[src/rtl/switch_debouncer.sv]
`default_nettype none
// ============================================================================
// Module      : switch_debouncer
// Description : Multi-channel switch/button conditioner. Each raw input goes
//               through a two-flop synchroniser into the clk domain. A
//               per-channel stability counter then filters contact bounce.
//               The block drives clean registered levels plus single-cycle
//               rise/fall strobes.
// Ports       : clk   - system clock, rising-edge active
//               rst   - asynchronous, active-low reset
//               din   - [WIDTH] raw levels, asynchronous to clk
//               dout  - [WIDTH] debounced, registered levels
//               rise  - [WIDTH] one-cycle strobe on dout 0->1
//               fall  - [WIDTH] one-cycle strobe on dout 1->0
// Revision    : 1.0 - initial release
// ============================================================================
module switch_debouncer #(
    parameter int WIDTH   = 4,
    parameter int CNT_MAX = 1000000
) (
    input  logic             clk,
    input  logic             rst,
    input  logic [WIDTH-1:0] din,
    output logic [WIDTH-1:0] dout,
    output logic [WIDTH-1:0] rise,
    output logic [WIDTH-1:0] fall
);

    // Counter only has to reach CNT_MAX-1; keep at least one bit so that
    // CNT_MAX = 1 still elaborates.
    localparam int                C_CNT_W    = (CNT_MAX > 1) ? $clog2(CNT_MAX) : 1;
    localparam logic [C_CNT_W-1:0] C_CNT_LAST = C_CNT_W'(CNT_MAX - 1);

    logic [WIDTH-1:0]   r_s1;
    logic [WIDTH-1:0]   r_s2;
    logic [WIDTH-1:0]   r_dout;
    logic [WIDTH-1:0]   r_rise;
    logic [WIDTH-1:0]   r_fall;
    logic [C_CNT_W-1:0] r_cnt [WIDTH];

    logic [WIDTH-1:0]   w_pending;
    logic [WIDTH-1:0]   w_update;

    // A channel is pending whenever the synchronised level disagrees with the
    // accepted level. It commits once it has disagreed for CNT_MAX cycles.
    always_comb begin
        w_pending = r_s2 ^ r_dout;
        w_update  = '0;
        for (int i = 0; i < WIDTH; i++) begin
            w_update[i] = w_pending[i] && (r_cnt[i] == C_CNT_LAST);
        end
    end

    always_ff @(posedge clk or negedge rst) begin
        if (!rst) begin
            r_s1   <= '0;
            r_s2   <= '0;
            r_dout <= '0;
            r_rise <= '0;
            r_fall <= '0;
            for (int i = 0; i < WIDTH; i++) begin
                r_cnt[i] <= '0;
            end
        end else begin
            // Two-stage synchroniser; only r_s2 is used downstream.
            r_s1 <= din;
            r_s2 <= r_s1;

            // A single agreeing cycle clears the count, so any bounce
            // restarts the full wait. The count stops at C_CNT_LAST and
            // never wraps.
            for (int i = 0; i < WIDTH; i++) begin
                if (!w_pending[i] || w_update[i]) begin
                    r_cnt[i] <= '0;
                end else begin
                    r_cnt[i] <= r_cnt[i] + C_CNT_W'(1);
                end
            end

            r_dout <= (r_dout & ~w_update) | (r_s2 & w_update);
            // Strobes are registered together with dout, so they line up
            // with the first cycle that shows the new level.
            r_rise <= w_update & r_s2;
            r_fall <= w_update & ~r_s2;
        end
    end

    assign dout = r_dout;
    assign rise = r_rise;
    assign fall = r_fall;

endmodule
`default_nettype wire

[config.mk]
export PLATFORM = sky130hd
export DESIGN_NAME = switch_debouncer
export DESIGN_NICKNAME = d
export VERILOG_FILES = /design/src/rtl/switch_debouncer.sv
export SDC_FILE = /design/constraint.sdc
export NUM_CORES = 1
export LEC_CHECK = 0
export BUFFER_PORTS_ARGS = -buffer_cell sky130_fd_sc_hd__buf_2
export CORE_AREA = 5 5 131 133
export CTS_CLUSTER_DIAMETER = 150
export DETAILED_ROUTE_END_ITERATION = 10
export DIE_AREA = 0 0 136 138
export PLACE_DENSITY = 0.41
export SYNTH_ARGS = -nofsm -noshare
export SYNTH_HDL_FRONTEND = slang
export SYNTH_SLANG_ARGS = --single-unit
[constraint.sdc]
create_clock -name clk -period 3.5 [get_ports clk]
set_clock_uncertainty 0.2 [all_clocks]
set_input_delay 0.175 -clock clk [delete_from_list [all_inputs] [get_ports clk]]
set_output_delay 0.175 -clock clk [all_outputs]
set_load 0.05 [all_outputs]
==> results.tsv, run 1 <==
stage	metric	value	unit
layout	Area Growth Syn to Fin	14.6	%
layout	final net count	488	
timing	fin crit period	2.68	ns
floorplanning	Starting Density	0.295	
grt	initial antenna violation count	0	
timing	normalized max-slew margin	0.296	
yosys	sequential fraction of the synthesis area	0.539	
drt	routed via count	3367	
floorplanning	boundary pin count	18	
cts	CTS Sinks	100	
cts	Hold-fix buffers, CTS	5	
drt	drt pass-1 iters	4	
drt	Antenna Nets Post-Route	0	
floorplanning	die width	136	um
grt	largest net degree at the start of global routing	81	
drt	WL/cell	13.7	um
setup_path	R2R depth	4	
pwr	Worst VDD drop	225	uV
layout	share of layout cells above drive strength 1	0.100	
yosys	Synth warnings	0	
pwr	total power	2.16	mW
timing	measured slew at the worst slew-check pin	1.06	ns
drt	WL met2	4.49	mm
setup_path	CP Class	reg2reg	
setup_path	Reg2Reg Setup Slack	0.82	ns
setup_path	reg2reg end	r_cnt[27]	
worst_hold_path	Worst Hold Depth	0	
grt	vias in the first global route	3367	
layout	core occupancy in the finished layout	0.338	
timing	final setup vio count	0	
yosys	mean post-synth cell area	10.3	sq um
cts	CTS clk-pin slew, worst paths	0.07	ns
cts	root buf cell	clkbuf_16	
place	gpl congestion	0.768	
yosys	Mapped Nets	459	
worst_hold_path	worst hold endpoint	r_s2[1]	
setup_path	cell-by-cell listing of the critical path	or4_1 > or4_4 > o31ai_4 > nor2_1	
place	post-DP HPWL	6.33	mm
setup_path	Top delay family on crit path	simple AND/OR/NAND/NOR gates	
cts	Post-CTS Setup Repair Bufs	0	
setup_path	WP data required	3.50	ns
setup_path	crit start category	flip-flop	
floorplanning	Cell Rows	46	
flow_run	Max Cap Viol	0	
setup_path	Worst Path Buf+Inv	0	
yosys	Synth Instances	449	
worst_hold_path	HP Start	r_s1[1]	
status	outcome	completed	
drt	1st-iter DRT viols	191	
setup_path	Worst R2R Start	r_cnt[27]	
grt	Tot GR Track Use	0.109	
grt	first-pass GRT wire length	16.7	mm
setup_path	CP max FO	19	
floorplanning	core area	15700	sq um
cts	maximum clock path buffer count	2	
drt	Post-Route WL	9.54	mm
grt	Congestion Overflow GR	0	
pwr	P_leak	2.10	nW
drt	routed wl met3	310	um
floorplanning	die extent in y	138	um
yosys	Cell Area, Synth	4640	sq um
cts	Num CTS Buffers	9	
yosys	post-synthesis cell type count	38	
setup_path	crit end category	flip-flop	
worst_hold_path	Hold WC Path Type	reg2reg	
timing	RSZ-0062 raised after global routing	false	
timing	TNS Setup	0	ns
timing	Achievable Freq	0.374	GHz
cts	H-tree depth	3	
layout	antenna cells	0	
floorplanning	full die area	18800	sq um
place	port buffer count	17	
drt	Top Metal Used	met4	
setup_path	slowest stage delay, CP	0.73	ns
pwr	pwr/cell area	407	nW/um^2
yosys	FF+latch count, synth	100	
timing	Slew Viols, Final	0	
layout	Filler cells	1580	
timing	fin crit share	0.765	
cts	CTS tree	done	
setup_path	slowest stage cell, crit path	o31ai_4	
drt	number of remaining DRC errors	0	
cts	worst-skew pair later-pin latency	0.35	ns
cts	PostCTS Resize Cnt	0	
drt	WL met1	4.63	mm
setup_path	CP arrival	2.67	ns
timing	Final Hold Fails	0	
drt	vias per cell	4.84	
-- cell usage after synthesis --
library cell / n / area, sq um
nor3b_1: 8 / 60.1
or4_1: 10 / 75.1
a31o_2: 1 / 8.76
or4_4: 1 / 11.3
o31ai_1: 9 / 67.6
nand3_1: 31 / 155
inv_1: 12 / 45.0
nand4_1: 22 / 138
or3_4: 1 / 11.3
mux2_2: 3 / 33.8
mux2_4: 1 / 15.0
or3_1: 10 / 62.6
ha_1: 4 / 50.1
mux2i_1: 1 / 10.0
and3_2: 1 / 7.51
and4_1: 3 / 26.3
o21ai_0: 9 / 45.0
clkbuf_1: 7 / 26.3
nor4bb_1: 1 / 10.0
and2_1: 3 / 18.8
nor4_1: 17 / 106
nor2_1: 67 / 251
a21oi_1: 17 / 85.1
or2_0: 1 / 6.26
nand2_1: 17 / 63.8
nor4b_1: 2 / 17.5
nand3b_1: 1 / 7.51
dfrtp_1: 100 / 2500
o31ai_4: 1 / 21.3
and3_1: 10 / 62.6
nor3_1: 11 / 55.1
buf_2: 1 / 5.00
buf_4: 1 / 7.51
xor2_1: 20 / 175
nand4b_1: 3 / 26.3
nand4bb_1: 2 / 22.5
xnor2_1: 39 / 342
or2_2: 1 / 6.26
-- metal layers --
| layer | vias to the layer above | global-route usage |
|---|---|---|
| met5 | - | 0 |
| met4 | 0 | 0.0292 |
| met3 | 7 | 0.0366 |
| met2 | 45 | 0.169 |
| met1 | 1664 | 0.147 |
| li1 | 1651 | - |
-- cell type report --
type | count | area, sq um | area share
clock buffer | 9 | 225 | 0.0424
clock inverter | 4 | 28.8 | 0.00541
inverter | 12 | 45.0 | 0.00847
multi-input combinational | 328 | 2070 | 0.389
sequential | 100 | 2500 | 0.471
tap | 216 | 270 | 0.0508
timing repair buffer | 27 | 175 | 0.0329
-- through the flow --
| stage | hold WS (ns) | cells | setup WS, ns | cell area, sq um |
|---|---|---|---|---|
| finish | 0.151 | 696 | 0.824 | 5320 |
| global placement | 0.0830 | 678 | 0.830 | 5010 |
| floorplan | -0.321 | 449 | 1.07 | 4640 |
| detailed placement | 0.0844 | 678 | 0.840 | 5010 |
| global route | 0.176 | 696 | 0.662 | 5320 |
| CTS | 0.152 | 696 | 0.806 | 5320 |
-- power by group --
group,leakage (nW),switching [mW],internal (mW)
logic,0.615,0.0480,0.0237
clock network,0.120,0.432,0.471
registers,1.37,0.0172,1.17
-- worst max-delay path by stage --
stage	start	to	slack (ns)	cells past startpoint
after detailed placement	r_cnt[27]	r_cnt[22]	0.84	4
after CTS	r_cnt[27]	r_cnt[27]	0.81	4
final	r_cnt[27]	r_cnt[27]	0.82	4
after global placement	r_cnt[27]	r_cnt[29]	0.83	4
after global routing	r_cnt[27]	r_cnt[27]	0.66	4
after floorplan	r_cnt[27]	flip-flop	1.07	4
-- cell families after synthesis --
logic type | after synthesis | synth area share
simple gates | 223 | 0.259
xor+xnor | 59 | 0.111
mux | 5 | 0.0127
flops | 100 | 0.539
buf+inv | 21 | 0.0181
compound gates | 37 | 0.0491
fa+ha+maj | 4 | 0.0108
-- sequential cells by signal (all words and copies together) (netlist names), named ones only --
signal / flops
fall: 4
r_s1: 4
r_cnt: 80
rise: 4
r_s2: 4
-- worst reg2reg max path, delay by kind of cell (launching register included) --
family	cells	cell delay [ns]
AND/OR/NAND/NOR	3	1.19
AO/OA/AOI/OAI	1	0.73
flip-flops	1	0.42
-- cells in the final DEF (no fill, tap or decap), drive strengths merged, types with 17 or more instances in the layout --
cell	count
dfrtp	100
nor2	67
xnor2	39
nand3	31
nand4	22
buf	22
xor2	20
nand2	17
a21oi	17
nor4	17
No activity file was read; power rests on OpenSTA's default activity.
==> run 2: changes to the inputs <==
ABC_AREA = 1   (was default)
CORE_AREA = 5 5 138 140   (was 5 5 131 133)
DIE_AREA = 0 0 143 145   (was 0 0 136 138)
PLACE_DENSITY = 0.43   (was 0.41)
clock period = 2.45 ns   (was 3.5 ns; I/O delays follow)
==> run 2 against run 1 <==
Net effect:
- via count grew 19%
- critical path type unchanged
- critical path depth grew 3
- flip-flop and latch count is the same
==> results.tsv, run 2 <==
stage	metric	value	unit
flow_run	Max Cap Viol	0	
timing	slack of the critical path	0.607	ns
yosys	share of the synthesized area in the top cell type	0.479	
layout	antenna cells	0	
yosys	post-synthesis cell type count	23	
yosys	leading area contributor after synthesis	dfrtp_1	
cts	Hold-fix buffers, CTS	5	
cts	CTS clk-pin slew, worst paths	0.07	ns
timing	RSZ-0062 raised after global routing	false	
layout	share of layout cells above drive strength 1	0.0789	
place	post-placement setup slack	0.595	ns
layout	fin area	5950	sq um
layout	Area Growth Syn to Fin	13.9	%
setup_path	crit start category	flip-flop	
yosys	Cell Area, Synth	5220	sq um
drt	drt pass-1 iters	4	
yosys	Main synth FF type	dfrtp_1	
yosys	asr flop ratio synth	1.00	
timing	Slew Viols, Final	0	
layout	Top reg by flops	r_cnt	
floorplanning	full die area	20700	sq um
worst_hold_path	Hold WC Path Type	in2async	
timing	final setup vio count	0	
yosys	FF+latch count, synth	100	
floorplanning	boundary pin count	18	
layout	final net count	727	
cts	root buf cell	clkbuf_16	
layout	Filler cells	1860	
grt	initial antenna violation count	0	
setup_path	Top delay family on crit path	simple AND/OR/NAND/NOR gates	
cts	CTS Sinks	100	
floorplanning	die width	143	um
grt	vias in the first global route	3984	
layout	core occupancy in the finished layout	0.336	
layout	register area	2500	sq um
timing	Final Hold Fails	0	
setup_path	Worst Path Buf+Inv	1	
floorplanning	die extent in y	145	um
place	port buffer count	17	
timing	measured slew at the worst slew-check pin	0.644	ns
layout	commonest non-fill, non-tap cell in the layout	nor2_1	
setup_path	cell repeated most along the worst path	nand3_1	
layout	max reg flops	80	
status	outcome	completed	
cts	Num CTS Buffers	9	
grt	first-pass GRT wire length	19.2	mm
floorplanning	Cell Rows	49	
timing	hold slack	0.149	ns
yosys	count leader, synth	nor2_1	
layout	most frequent cells in the layout	nor2_1, nand2_1, dfrtp_1, inv_1, nand3_1	
place	post-DP HPWL	7.81	mm
yosys	top cells by area, synth	dfrtp_1, nor2_1, nand2_1, inv_1, xor2_1	
drt	routed via count	4018	
timing	Achievable Freq	0.543	GHz
pwr	pwr/cell area	562	nW/um^2
floorplanning	core area	17700	sq um
grt	Congestion Overflow GR	0	
layout	Multi-input gate area	2360	sq um
yosys	most instantiated cells after synthesis	nor2_1, nand2_1, dfrtp_1	
setup_path	CP arrival	1.87	ns
setup_path	CP max FO	20	
yosys	Mapped Nets	696	
yosys	Synth Instances	686	
timing	normalized max-slew margin	0.571	
yosys	number of flops mapped to enable cells by yosys	0	
yosys	sequential fraction of the synthesis area	0.479	
setup_path	crit end category	flip-flop	
drt	number of remaining DRC errors	0	
pwr	P_leak	2.65	nW
drt	WL/cell	11.4	um
yosys	Synth warnings	0	
place	gpl congestion	0.797	
cts	maximum clock path buffer count	2	
cts	H-tree depth	3	
grt	largest net degree at the start of global routing	50	
setup_path	slowest stage delay, CP	0.39	ns
grt	Tot GR Track Use	0.113	
timing	fin crit share	0.752	
setup_path	slowest stage cell, crit path	dfrtp_1	
setup_path	cell-by-cell listing of the critical path	ha_1 > nand3_1 > nor2_2 > nand3_1 > nand2_1 > buf_4 > nor2_1	
drt	vias per cell	4.23	
setup_path	CP Class	reg2reg	
drt	Antenna Nets Post-Route	0	
cts	Post-CTS Setup Repair Bufs	0	
drt	Post-Route WL	10.8	mm
cts	CTS tree	done	
timing	fin crit period	1.84	ns
pwr	Worst VDD drop	375	uV
setup_path	WP data required	2.48	ns
timing	TNS Setup	0	ns
cts	worst-skew pair later-pin latency	0.35	ns
place	Area after DPL	5580	sq um
yosys	mean post-synth cell area	7.61	sq um
drt	1st-iter DRT viols	242	
cts	PostCTS Resize Cnt	0	
floorplanning	Starting Density	0.295	
[run 2: routing by layer]
layer  share of wire  up-vias  global-route usage
met2            0.45       33               0.172
met5               0        -                   0
li1                -     2150                   -
met1            0.51     1824               0.159
met3           0.020       11              0.0197
met4           0.017        0              0.0428
[run 2: cell families after synthesis]
kind of cell | synth area share
compound gates | 0.0158
flops | 0.479
buf+inv | 0.0683
simple gates | 0.352
fa+ha+maj | 0.00958
xor+xnor | 0.0755
[run 2: metrics by stage]
step,power (mW),cells
floorplan,1.78,686
global placement,1.84,930
detailed placement,1.84,930
CTS,3.42,951
global route,3.50,951
finish,3.35,951
[run 2: area by class of cell]
cell class | instances | share of cell area
Clock buffer | 11 | 0.0408
Clock inverter | 5 | 0.0126
Inverter | 82 | 0.0517
Multi-Input combinational cell | 499 | 0.397
Sequential cell | 100 | 0.421
Tap cell | 229 | 0.0481
Timing Repair Buffer | 25 | 0.0290
[run 2: power breakdown]
part	switching [mW]	total, mW	internal (mW)
Sequential	0.0209	1.69	1.67
Combinational	0.0764	0.112	0.0352
Clock	0.621	1.54	0.919
[run 2: worst paths after layout]
path / to / cells after the start / slack [ns] / from
max in group asynchronous: r_cnt[22] / 3 / 1.23 / rst
max: r_cnt[70] / 7 / 0.61 / r_cnt[60]
min reg2reg: r_s2[1] / 0 / 0.15 / r_s1[1]
min: r_s1[0] / 2 / 0.15 / rst
min in group clk: r_s2[1] / 0 / 0.15 / r_s1[1]
max reg2reg: r_cnt[70] / 7 / 0.61 / r_cnt[60]
[run 2: worst register-to-register path, cell delays in order, from the launching register on]
cell and delay (ns):
dfrtp_1 0.39, ha_1 0.20, nand3_1 0.18, nor2_2 0.21
nand3_1 0.14, nand2_1 0.08, buf_4 0.24, nor2_1 0.08
==> run 3: changes to the inputs <==
PLACE_DENSITY = 0.41   (was 0.43)
clock period = 1.9 ns   (was 2.45 ns; I/O delays follow)
==> run 3 against run 2 <==
Net effect:
- setup slack got worse by 0.46 ns
- register-to-register slack got worse by 0.46 ns
- first-iteration DRC count increased by 17%
- flip-flop and latch count unchanged
- count of clock-buffer cells in the layout increased by 3
- global-route usage about the same
- fmax increased by 5.4%
- combinational power increased by 34%
- hold slack improved by 0.0027 ns
- highest routed layer unchanged
==> results.tsv, run 3 (synthesis results as in run 2) <==
stage	metric	value	unit
cts	CTS Sinks	100	
setup_path	cell repeated most along the worst path	nand3_2	
grt	global routing met3 resource utilization	0.0339	
layout	register area	2500	sq um
drt	number of remaining DRC errors	0	
grt	largest net degree at the start of global routing	101	
cts	Post-CTS Setup Repair Bufs	0	
setup_path	CP Class	reg2reg	
cts	worst-skew pair later-pin latency	0.35	ns
status	outcome	completed	
place	port buffer count	17	
layout	share of layout cells above drive strength 1	0.0855	
timing	measured slew at the worst slew-check pin	0.543	ns
timing	Achievable Freq	0.572	GHz
place	post-DP HPWL	7.72	mm
pwr	total power	4.21	mW
grt	met1 Track Usage GR	0.148	
floorplanning	die extent in y	145	um
layout	Area Growth Syn to Fin	14.5	%
setup_path	slowest stage cell, crit path	dfrtp_1	
cts	Num CTS Buffers	9	
floorplanning	Cell Rows	49	
timing	RSZ-0062 raised after global routing	false	
setup_path	crit end category	flip-flop	
grt	Tot GR Track Use	0.113	
grt	Congestion Overflow GR	0	
grt	vias in the first global route	4077	
setup_path	crit start category	flip-flop	
layout	Filler cells	1849	
setup_path	Reg2Reg Setup Slack	0.15	ns
pwr	Worst VDD drop	419	uV
setup_path	worst setup path start	r_cnt[40]	
pwr	P_leak	2.66	nW
layout	final net count	730	
timing	fin crit period	1.75	ns
drt	Antenna Nets Post-Route	0	
drt	vias per cell	4.31	
timing	TNS Setup	0	ns
worst_hold_path	Hold WC Path Type	in2async	
drt	Post-Route WL	10.8	mm
setup_path	slowest stage delay, CP	0.41	ns
flow_run	Max Cap Viol	0	
grt	initial antenna violation count	0	
drt	drt pass-1 iters	4	
setup_path	WP data required	1.93	ns
cts	root buf cell	clkbuf_16	
drt	1st-iter DRT viols	283	
cts	CTS clk-pin slew, worst paths	0.07	ns
floorplanning	boundary pin count	18	
floorplanning	Starting Density	0.295	
floorplanning	core area	17700	sq um
cts	CTS tree	done	
grt	met2 global-route usage	0.182	
layout	Top reg by flops	r_cnt	
cts	H-tree depth	3	
timing	Final Hold Fails	0	
grt	GR peak layer	met2	
layout	most frequent cells in the layout	nor2_1, nand2_1, dfrtp_1, inv_1, nand3_1	
setup_path	Worst R2R Start	r_cnt[40]	
layout	max reg flops	80	
layout	antenna cells	0	
setup_path	CP max FO	19	
pwr	pwr/cell area	705	nW/um^2
timing	fin crit share	0.920	
setup_path	cell-by-cell listing of the critical path	ha_1 > nand3_2 > nor2_4 > nand3_2 > nand2_4 > nor2_1	
timing	normalized max-slew margin	0.638	
setup_path	CP arrival	1.78	ns
cts	maximum clock path buffer count	2	
drt	WL/cell	11.4	um
layout	commonest non-fill, non-tap cell in the layout	nor2_1	
timing	Slew Viols, Final	0	
layout	Multi-input gate area	2370	sq um
timing	final setup vio count	0	
drt	routed via count	4108	
floorplanning	die width	143	um
grt	first-pass GRT wire length	19.1	mm
floorplanning	full die area	20700	sq um
place	gpl congestion	0.823	
-- run 3: cell count changes in the layout (fill, tap and decap cells not counted), sizes merged --
cell      before  now
clkbuf        11   14
clkinvlp       0    2
bufinv         2    0
clkinv         3    0
buf           20   23
-- run 3: final cells by class --
type                    count  area share
clock buffers              14      0.0492
clock inverters             2     0.00251
inverters                  82      0.0515
multi-input cells         499       0.396
flip-flops and latches    100       0.418
well taps                 229      0.0479
repair buffers             28      0.0347
-- run 3: metal layers --
layer	part of all wire	vias to the layer above
met4	0.012	0
met1	0.50	1892
met2	0.46	47
met5	0	-
li1	-	2157
met3	0.036	12
-- run 3: final timing paths --
check | endpoint | depth (start not counted)
setup / recovery | r_cnt[53] | 6
hold reg to reg | r_s2[1] | 0
setup reg to reg | r_cnt[53] | 6
min in group clk | r_s2[1] | 0
hold / removal | r_s2[0] | 3
max in group asynchronous | r_cnt[52] | 3
-- run 3: timing repair --
item	CTS	global route
setup endpoints to repair	0	1
hold buffers	5	0
hold endpoints to repair	104	0
resized for setup	0	1
-- run 3: per-stage QoR --
step / setup WS [ns] / cell area, sq um / hold slack, ns / std cells / util
2_1_floorplan: 0.280 / 5220 / -0.401 / 686 / -
3_3_place_gp: 0.172 / 5620 / 0.00366 / 933 / 0.317
3_5_place_dp: 0.139 / 5620 / 0.00469 / 933 / 0.317
4_1_cts: 0.134 / 5980 / 0.157 / 954 / 0.337
5_1_grt: 0.0139 / 5980 / 0.166 / 954 / 0.337
6_report: 0.151 / 5980 / 0.152 / 954 / 0.337
-- run 3: where the power goes --
part	switching, mW	total (mW)	internal (mW)
logic	0.101	0.150	0.0490
clock network	0.811	1.88	1.07
registers	0.0266	2.18	2.16
total	0.939	4.21	3.27
-- run 3: critical path, delay by kind of cell, from the launching register on --
family                   cells  cell delay [ns]
AND/OR/NAND/NOR              5             0.77
flip-flops                   1             0.41
adder cells (fa/ha/maj)      1             0.24
